`src/rtl/pio_loopback_driver_if.sv`:
```
// PIO pad bundle: tristate control and output data toward the pad, input data returned from it.
interface pio_loopback_driver_if #(
  parameter int unsigned NUM_IO = 10
);
  logic [NUM_IO-1:0] pad_t;
  logic [NUM_IO-1:0] pad_o;
  logic [NUM_IO-1:0] pad_i;

  modport master (output pad_t, output pad_o, input pad_i);
  modport slave  (input pad_t, input pad_o, output pad_i);
endinterface

```
`src/rtl/pio_loopback_driver.sv`:
```
// Drives a fixed pad pattern sequence through the PIO bank, captures the looped-back
// return through a 2-FF synchronizer and accumulates per-pad mismatch results.
module pio_loopback_driver #(
  parameter int unsigned NUM_IO        = 10,
  parameter int unsigned SETTLE_CYCLES = 4
) (
  input  logic                     clk,
  input  logic                     rst_n,
  input  logic                     start,
  pio_loopback_driver_if.master    pads,
  output logic                     busy,
  output logic                     done,
  output logic                     pass,
  output logic [NUM_IO-1:0]        fail_mask,
  output logic [7:0]               err_count,
  output logic [5:0]               pattern_idx
);

  localparam int unsigned IDX_W    = 6;
  localparam int unsigned ERR_W    = 8;
  localparam int unsigned CNT_W    = (SETTLE_CYCLES > 1) ? $clog2(SETTLE_CYCLES) : 1;
  localparam int unsigned NUM_PAT  = 2 * NUM_IO + 2;

  localparam logic [IDX_W-1:0] LAST_IDX   = IDX_W'(NUM_PAT - 1);
  localparam logic [IDX_W-1:0] WZERO_BASE = IDX_W'(NUM_IO + 2);
  localparam logic [CNT_W-1:0] CNT_LOAD   = CNT_W'(SETTLE_CYCLES - 1);
  localparam logic [ERR_W-1:0] ERR_MAX    = '1;

  typedef enum logic [1:0] {
    ST_IDLE,
    ST_SETTLE,
    ST_SAMPLE,
    ST_RELEASE
  } state_e;

  // Pattern table: zeros, ones, walking one, walking zero.
  function automatic logic [NUM_IO-1:0] pattern_of(input logic [IDX_W-1:0] idx);
    logic [NUM_IO-1:0] p;
    p = '0;
    if (idx == IDX_W'(1)) begin
      p = '1;
    end else if (idx >= IDX_W'(2) && idx < WZERO_BASE) begin
      p = NUM_IO'(1) << (idx - IDX_W'(2));
    end else if (idx >= WZERO_BASE) begin
      p = ~(NUM_IO'(1) << (idx - WZERO_BASE));
    end
    return p;
  endfunction

  state_e             state_q, state_d;
  logic [CNT_W-1:0]   cnt_q, cnt_d;
  logic [NUM_IO-1:0]  pad_t_q, pad_t_d;
  logic [NUM_IO-1:0]  pad_o_q, pad_o_d;
  logic [NUM_IO-1:0]  sync1_q, sync2_q;
  logic [NUM_IO-1:0]  mism;
  logic [NUM_IO-1:0]  fail_mask_d;
  logic [ERR_W-1:0]   err_count_d;
  logic [IDX_W-1:0]   pattern_idx_d;
  logic               busy_d, done_d, pass_d;

  assign pads.pad_t = pad_t_q;
  assign pads.pad_o = pad_o_q;

  always_ff @(posedge clk or negedge rst_n) begin
    if (!rst_n) begin
      state_q     <= ST_IDLE;
      cnt_q       <= '0;
      pad_t_q     <= '1;
      pad_o_q     <= '0;
      sync1_q     <= '0;
      sync2_q     <= '0;
      busy        <= 1'b0;
      done        <= 1'b0;
      pass        <= 1'b0;
      fail_mask   <= '0;
      err_count   <= '0;
      pattern_idx <= '0;
    end else begin
      state_q     <= state_d;
      cnt_q       <= cnt_d;
      pad_t_q     <= pad_t_d;
      pad_o_q     <= pad_o_d;
      sync1_q     <= pads.pad_i;
      sync2_q     <= sync1_q;
      busy        <= busy_d;
      done        <= done_d;
      pass        <= pass_d;
      fail_mask   <= fail_mask_d;
      err_count   <= err_count_d;
      pattern_idx <= pattern_idx_d;
    end
  end

  // Next-state and next-output logic; every output is registered from these.
  always_comb begin
    state_d       = state_q;
    cnt_d         = cnt_q;
    pad_t_d       = pad_t_q;
    pad_o_d       = pad_o_q;
    busy_d        = busy;
    done_d        = 1'b0;
    pass_d        = pass;
    fail_mask_d   = fail_mask;
    err_count_d   = err_count;
    pattern_idx_d = pattern_idx;
    mism          = sync2_q ^ pattern_of(pattern_idx);

    unique case (state_q)
      ST_IDLE: begin
        pad_t_d = '1;
        pad_o_d = '0;
        busy_d  = 1'b0;
        if (start) begin
          fail_mask_d   = '0;
          err_count_d   = '0;
          pass_d        = 1'b0;
          pattern_idx_d = '0;
          pad_t_d       = '0;
          pad_o_d       = pattern_of('0);
          busy_d        = 1'b1;
          cnt_d         = CNT_LOAD;
          state_d       = ST_SETTLE;
        end
      end
      ST_SETTLE: begin
        if (cnt_q == '0) begin
          state_d = ST_SAMPLE;
        end else begin
          cnt_d = cnt_q - CNT_W'(1);
        end
      end
      ST_SAMPLE: begin
        fail_mask_d = fail_mask | mism;
        if (mism != '0 && err_count != ERR_MAX) begin
          err_count_d = err_count + ERR_W'(1);
        end
        if (pattern_idx < LAST_IDX) begin
          pattern_idx_d = pattern_idx + IDX_W'(1);
          pad_o_d       = pattern_of(pattern_idx + IDX_W'(1));
          cnt_d         = CNT_LOAD;
          state_d       = ST_SETTLE;
        end else begin
          pad_t_d = '1;
          pad_o_d = '0;
          state_d = ST_RELEASE;
        end
      end
      ST_RELEASE: begin
        busy_d  = 1'b0;
        done_d  = 1'b1;
        pass_d  = (fail_mask == '0);
        state_d = ST_IDLE;
      end
      default: begin
        state_d = ST_IDLE;
      end
    endcase
  end

endmodule

```
`src/flat_wrapper.sv`:
```
// flat-port wrapper written by rule: the top's interface ports become plain ports
module pio_loopback_driver_flat 
#(
  parameter int unsigned NUM_IO        = 10,
  parameter int unsigned SETTLE_CYCLES = 4
)
  (clk, rst_n, start, busy, done, pass, fail_mask, err_count, pattern_idx, pads_pad_t, pads_pad_o, pads_pad_i);
  pio_loopback_driver_if #(.NUM_IO(NUM_IO)) pads_i ();
  input  logic clk;
  input  logic rst_n;
  input  logic start;
  output logic busy;
  output logic done;
  output logic pass;
  output logic [NUM_IO-1:0] fail_mask;
  output logic [7:0] err_count;
  output logic [5:0] pattern_idx;
  output wire logic [$bits(pads_i.pad_t)-1:0] pads_pad_t;
  output wire logic [$bits(pads_i.pad_o)-1:0] pads_pad_o;
  input wire logic [$bits(pads_i.pad_i)-1:0] pads_pad_i;
  assign pads_pad_t = pads_i.pad_t;
  assign pads_pad_o = pads_i.pad_o;
  assign pads_i.pad_i = pads_pad_i;
  pio_loopback_driver #(.NUM_IO(NUM_IO), .SETTLE_CYCLES(SETTLE_CYCLES)) u_core (.clk(clk), .rst_n(rst_n), .start(start), .pads(pads_i), .busy(busy), .done(done), .pass(pass), .fail_mask(fail_mask), .err_count(err_count), .pattern_idx(pattern_idx));
endmodule
```
`config.mk`:
```
export PLATFORM = sky130hd
export DESIGN_NAME = pio_loopback_driver_flat
export DESIGN_NICKNAME = d
export VERILOG_FILES = /design/src/rtl/pio_loopback_driver_if.sv /design/src/rtl/pio_loopback_driver.sv /design/src/flat_wrapper.sv
export SDC_FILE = /design/constraint.sdc
export NUM_CORES = 1
export LEC_CHECK = 0
export BUFFER_PORTS_ARGS = -buffer_cell sky130_fd_sc_hd__buf_2
export CORE_UTILIZATION = 30
export DETAILED_ROUTE_END_ITERATION = 8
export GPL_ROUTABILITY_DRIVEN = 0
export PLACE_DENSITY_LB_ADDON = 0.15
export SYNTH_ARGS = -nofsm -noshare
export SYNTH_HDL_FRONTEND = slang
export SYNTH_SLANG_ARGS = --single-unit
```
`constraint.sdc`:
```
create_clock -name clk -period 3.95 [get_ports clk]
set_input_delay 0.395 -clock clk [delete_from_list [all_inputs] [get_ports clk]]
set_output_delay 0.395 -clock clk [all_outputs]
set_load 0.05 [all_outputs]
```
Word level (Yosys, flattened, before mapping)
Cells that the tools add are included.
{"block": "classes", "add_sub_neg": 7, "order_cmp": 7, "eq_ne": 12, "shifts": 4, "n_mux": 32, "bitwise": 4, "reduce_logical": 17}
{"operator": "2-to-1 mux 10 bit", "n": 10}
{"operator": "one-hot mux 10 bit (2 select lines)", "n": 3}
{"operator": "left shift 1 x 6 -> 10 bit (first input constant)", "n": 4}
{"operator": "inverter 10 bit", "n": 2}
{"operator": "2-to-1 mux 8 bit", "n": 2}
{"operator": "one-hot mux 8 bit (2 select lines)", "n": 1}
{"operator": "== test 6 x 1 -> 1 bit (second input constant)", "n": 2}
{"operator": ">= comparator 6 x 2 -> 1 bit (second input constant)", "n": 2}
{"operator": ">= comparator 6 x 4 -> 1 bit (second input constant)", "n": 2}
{"operator": "less-than comparator 6 x 4 -> 1 bit (second input constant)", "n": 2}
{"operator": "2-to-1 mux 2 bit", "n": 6}
{"operator": "2-to-1 mux 6 bit", "n": 2}
{"operator": "one-hot mux 6 bit (2 select lines)", "n": 1}
{"operator": "subtractor 6 x 2 -> 6 bit (second input constant)", "n": 2}
{"operator": "subtractor 6 x 4 -> 6 bit (second input constant)", "n": 2}
{"operator": "logical NOT 10 bit", "n": 1}
{"operator": "OR 10 bit", "n": 1}
{"operator": "nonzero test 10 bit", "n": 1}
{"operator": "XOR 10 bit", "n": 1}
{"operator": "adder 8 x 1 -> 8 bit (second input constant)", "n": 1}
{"operator": "inequality test 8 bit (second input constant)", "n": 1}
{"operator": "one-hot mux 2 bit (4 select lines)", "n": 1}
{"operator": "AND reduction 2 bit", "n": 4}
{"operator": "adder 6 x 1 -> 6 bit (second input constant)", "n": 1}
{"operator": "other kinds (15)", "n": 28}
{"block": "word_totals", "regBits": 71, "inputBits": 13, "out_inout_bits": 47, "elab_cells": 95}

Depth between registers and ports, before layout
{"block": "depth", "depth_word": 11, "depth_mapped": 14, "depth_no_buf": 12}

Worst setup path before layout
No wires, ideal clock.
{"block": "synth_path", "path_kind": "register to register", "start": "register u_core.pattern_idx[0]", "end": "register u_core.err_count[7]", "setup_ns": 0.126, "t_arrival_ns": 3.600, "required_time_ns": 3.824, "slack_ns": 0.224, "stages_incl_launch_ff": 14, "path_buffers": 2, "synth_period_minus_slack_ns": 3.726, "path_cell_list": "dfrtp_1 > buf_2 > clkinv_1 > clkbuf_1 > ha_1 > o21a_1 > o21ai_2 > o21ai_0 > a22oi_1 > xor2_1 > nor4b_4 > a311o_1 > o211a_1 > a221o_1"}
{"block": "synth_between", "elab_chain_len": 11, "elab_cells_between_ends": 18, "classes_between": "2 x add/sub; 3 x order compare; 2 x eq/ne; 2 x shift; 3 x mux; 2 x bitwise; 4 x reduce/logical"}
{"element": "from (decl)", "line": "pio_loopback_driver.sv:16", "source": "output logic [5:0] pattern_idx"}
{"element": "from (signal assigned)", "line": "pio_loopback_driver.sv:90", "source": "pattern_idx <= pattern_idx_d;"}
{"element": "subtractor 6 x 4 -> 6 bit", "line": "pio_loopback_driver.sv:45", "source": "p = ~(NUM_IO'(1) << (idx - WZERO_BASE));"}
{"element": "left shift 1 x 6 -> 10 bit", "line": "pio_loopback_driver.sv:45"}
{"element": "inverter 10 bit", "line": "pio_loopback_driver.sv:45"}
{"element": "2-to-1 mux 10 bit", "line": "pio_loopback_driver.sv:44", "source": "end else if (idx >= WZERO_BASE) begin"}
{"element": "2-to-1 mux 10 bit", "line": "pio_loopback_driver.sv:42", "source": "end else if (idx >= IDX_W'(2) && idx < WZERO_BASE) begin"}
{"element": "2-to-1 mux 10 bit (*)", "line": "pio_loopback_driver.sv:40", "source": "if (idx == IDX_W'(1)) begin"}
{"element": "XOR 10 bit (*)", "line": "pio_loopback_driver.sv:106", "source": "mism = sync2_q ^ pattern_of(pattern_idx);"}
{"element": "nonzero test 10 bit (*)", "line": "pio_loopback_driver.sv:134", "source": "if (mism != '0 && err_count != ERR_MAX) begin"}
{"element": "logical AND 1 bit (*)", "line": "pio_loopback_driver.sv:134"}
{"element": "inequality test 2 x 1 -> 1 bit (no source line) (*)"}
{"element": "AND reduction 3 bit (no source line) (*)"}
{"element": "to (signal assigned)", "line": "pio_loopback_driver.sv:89", "source": "err_count <= err_count_d;"}
{"element": "to (decl)", "line": "pio_loopback_driver.sv:15", "source": "output logic [7:0] err_count,"}
Every way passes the cells marked *; elsewhere a longest branch is shown, timed or not.
A chain may end at the register's enable or synchronous reset.

Final worst setup path
{"block": "layout_path", "start": "register u_core.pattern_idx[2]", "end": "register u_core.err_count[7]"}
The elaborated chain is that of the path after synthesis.

==> flow_metrics.env <==
export IMPL_path_clk_slew_ps=70
export IMPL_worst_slack_ps=593.1
export IMPL_postCtsHoldBufs=0
export IMPL_post_cts_resized=0
export IMPL_worst_pin_slew_ps=940.0
export IMPL_hold_viol=0
export IMPL_ios=60
export IMPL_seq_power_share_pct=23.5
export IMPL_worstPathRequired_ps=4160
export IMPL_fin_tns_setup_ps=0
export IMPL_synth_edf_count=0
export IMPL_synth_top_area_share_pct=41.26
export IMPL_grt_max_degree=33
export IMPL_synth_area_leaders="dfrtp_1 41%, ha_1 7.1%, a21oi_1 4.6%, nor2_1 3.8%, nand2_1 3.7%"
export IMPL_yosysWarnings=0
export IMPL_synth_area_leader_cell="dfrtp_1"
export IMPL_place_inst=586
export IMPL_io_buffers=59
export IMPL_routed_via_density=5.118
export IMPL_switching_power_w=0.001934
export IMPL_final_layout_size_suffix_gt1_share_pct=21.54
export IMPL_pre_cts_slack_ps=626.5
export IMPL_track_usage_pct=15.50
export IMPL_row_count=40
export IMPL_grt_pass1_vias=2958
export IMPL_num_vias=3081
export IMPL_crit_path_end_kind="flop"
export IMPL_peakVddDrop_mv=0.3404
export IMPL_synthArstFlopShare_pct=100.0
export IMPL_status="finished clean"
export IMPL_die_area_um2=12780
export IMPL_remaining_drc_errors=0
export IMPL_h_tree_depth=3
export IMPL_cts_root_buffer="clkbuf_16"
export IMPL_synthDistinctLibCells=61
export IMPL_hpwlAfterDp_um=6656
export IMPL_setup_viol=0
export IMPL_nets=484
export IMPL_final_max_slew_viol_count=0
export IMPL_grt_pass1_wl_um=15520
export IMPL_cts_inserted_buffers=9
export IMPL_slew_headroom_pct=37.10
export IMPL_die_y_um=113.1
export IMPL_clk_latency_ps=340
export IMPL_cts_num_sinks=62
export IMPL_start_util_pct=30.80
export IMPL_cts_max_path_buffers=2
export IMPL_reg2regPathDepth=10
export IMPL_worstSetupStartpointType="flop"
export IMPL_ys_seq_elements=62
export IMPL_path_class="flop to flop"
export IMPL_max_cap_violations=0
export IMPL_power_frac_clock_pct=22.6
export IMPL_synth_avg_cell_area_um2=9.296
export IMPL_drt_iter0_drc=193
export IMPL_clock_fmax_mhz=297.9
export IMPL_antenna_found_initial=0
export IMPL_dieWidth_um=113.1
export IMPL_max_stage_delay_ps=570
export IMPL_p_per_area_nw_per_um2=879.0
export IMPL_layout_common_cells="61 x dfrtp_1, 59 x buf_2, 37 x nor2_1"
export IMPL_fin_crit_sh_pct=84.98
export IMPL_skew_ps=13.97
export IMPL_drtAntennaViolNets=0
export IMPL_worstSetupPathDepth=10
export IMPL_cts_tree="built"
export IMPL_p_int_w=0.001963
export IMPL_first_pass_iters=4
export IMPL_cp_slowest_cell="dfrtp_1"
export IMPL_areaGrowthSynthToFinish_pct=19.82
export IMPL_rsz0062_at_grt="no"
export IMPL_grt_overflow=0
export IMPL_synth_seq_area_share_pct=41.97
export IMPL_multi_input_area_um2=1936
export IMPL_hold_class="input pin to async pin"
export IMPL_crit_arrival_ps=3570
export IMPL_finalCriticalPeriod_ps=3357
export IMPL_syn_inst=398
export IMPL_regArea_um2=1553
export IMPL_wl_per_cell_um=15.50
export IMPL_wl_um=9328
export IMPL_stdcell_count=602
export IMPL_core_area_um2=12010
export IMPL_comb_power_share_pct=53.9
export IMPL_swShare_pct=49.62
export IMPL_cts_setup_buffers=0
export IMPL_leakagePower_nw=2.044
export IMPL_ys_flop_type="dfrtp_1"
export IMPL_final_common_cell="dfrtp_1"
export IMPL_finish_utilization_pct=36.91
export IMPL_netlist_area_um2=3700
export IMPL_antennaDiodeCount=0
export IMPL_cp_num_buf_inv=1
export IMPL_cp_max_fo=12
export IMPL_synth_nets=432
export IMPL_crit_chain="inv_1 > ha_1 > or4b_1 > nor4_1 > a221oi_1 > xnor2_1 > nor2_1 > a311o_1 > o211a_1 > a221o_1"
export IMPL_holdWs_ps=136.3
export IMPL_nFillCells=1244
export IMPL_crit_family="compound AO/OA/AOI/OAI gates"
==> registers in the layout (all words and copies together) (netlist names) <==
| name | cells |
|---|---|
| u_core.pass | 1 |
| u_core.err_count | 8 |
| u_core.pads.pad_o | 10 |
| u_core.done | 1 |
| u_core.pads.pad_t | 1 |
| u_core.sync2_q | 10 |
| u_core.sync1_q | 10 |
| u_core.state_q | 2 |
| u_core.pattern_idx | 6 |
| u_core.cnt_q | 2 |
| u_core.busy | 1 |
| u_core.fail_mask | 10 |
==> worst register-to-register path, delay by kind of cell, from the launching register on <==
kind | cells | cell delay (ps)
XOR/XNOR | 1 | 220
AO/OA/AOI/OAI | 4 | 990
flip-flops | 1 | 570
adder cells (fa/ha/maj) | 1 | 340
buffers and inverters | 1 | 170
AND/OR/NAND/NOR | 3 | 930
==> per-stage QoR <==
step                power (W)  cell area [µm²]
floorplan            0.002592             3700
global placement     0.003018             4103
detailed placement   0.003038             4103
CTS                  0.003938             4433
global route         0.004182             4433
finish               0.003897             4433
==> synth_stat cells, types with 3 or more instances <==
master,number
a41o_1,6
clkbuf_1,13
nor3b_1,3
nand4_1,5
nand3_1,9
and3_1,10
xor2_1,13
o21ai_0,24
a41oi_1,4
dfrtp_1,61
nand2b_1,5
nor4_1,6
buf_2,4
inv_1,15
a21oi_1,34
a31oi_1,8
xnor2_1,8
o21a_1,4
nor2_1,37
ha_1,21
nand2_1,36
nor3_1,12
buf_4,9
==> power by group through the flow <==
stage          Combinational, W  Clock (W)  Sequential [W]
2_1_floorplan           0.00129          0         0.00130
3_3_place_gp            0.00209          0        0.000923
3_5_place_dp            0.00211          0        0.000927
4_1_cts                 0.00212   0.000903        0.000917
5_1_grt                 0.00231   0.000930        0.000941
6_report                0.00210   0.000881        0.000915
==> path summary, 6_finish.rpt <==
check                      slack (ps)                   to                   from
max in group asynchronous        2930    u_core.sync1_q[5]                  rst_n
min in group clk                  170    u_core.sync1_q[4]          pads_pad_i[4]
setup reg to reg                  590  u_core.err_count[7]  u_core.pattern_idx[2]
setup / recovery                  590  u_core.err_count[7]  u_core.pattern_idx[2]
hold / removal                    140  u_core.err_count[3]                  rst_n
hold reg to reg                   350    u_core.sync2_q[5]      u_core.sync1_q[5]
==> cell families after synthesis <==
logic type                 Yosys count  share of synthesized area (%)
DFF                                 62                          41.97
buffers and inverters               44                          5.715
AOI/OAI and AO/OA                  109                          19.92
and+or+nand+nor                    140                          19.92
adders and majority gates           21                          7.102
xor gates and xnor gates            21                          4.971
muxes                                1                         0.4057
==> layer usage <==
metal,track usage (%),wire (µm),vias up
met5,0,0,-
met4,4.298,91,0
met3,3.214,376,9
met2,24.25,4430,83
met1,21.69,4429,1463
li1,-,-,1526
==> layout make-up <==
cell class / count / area share, %
multi-input cells: 292 / 43.66
flip-flops and latches: 62 / 35.03
repair buffers: 69 / 8.355
clock buffers: 9 / 5.080
well taps: 147 / 4.149
clock inverters: 7 / 2.371
inverters: 16 / 1.355
(Power assumes the default switching activity.)
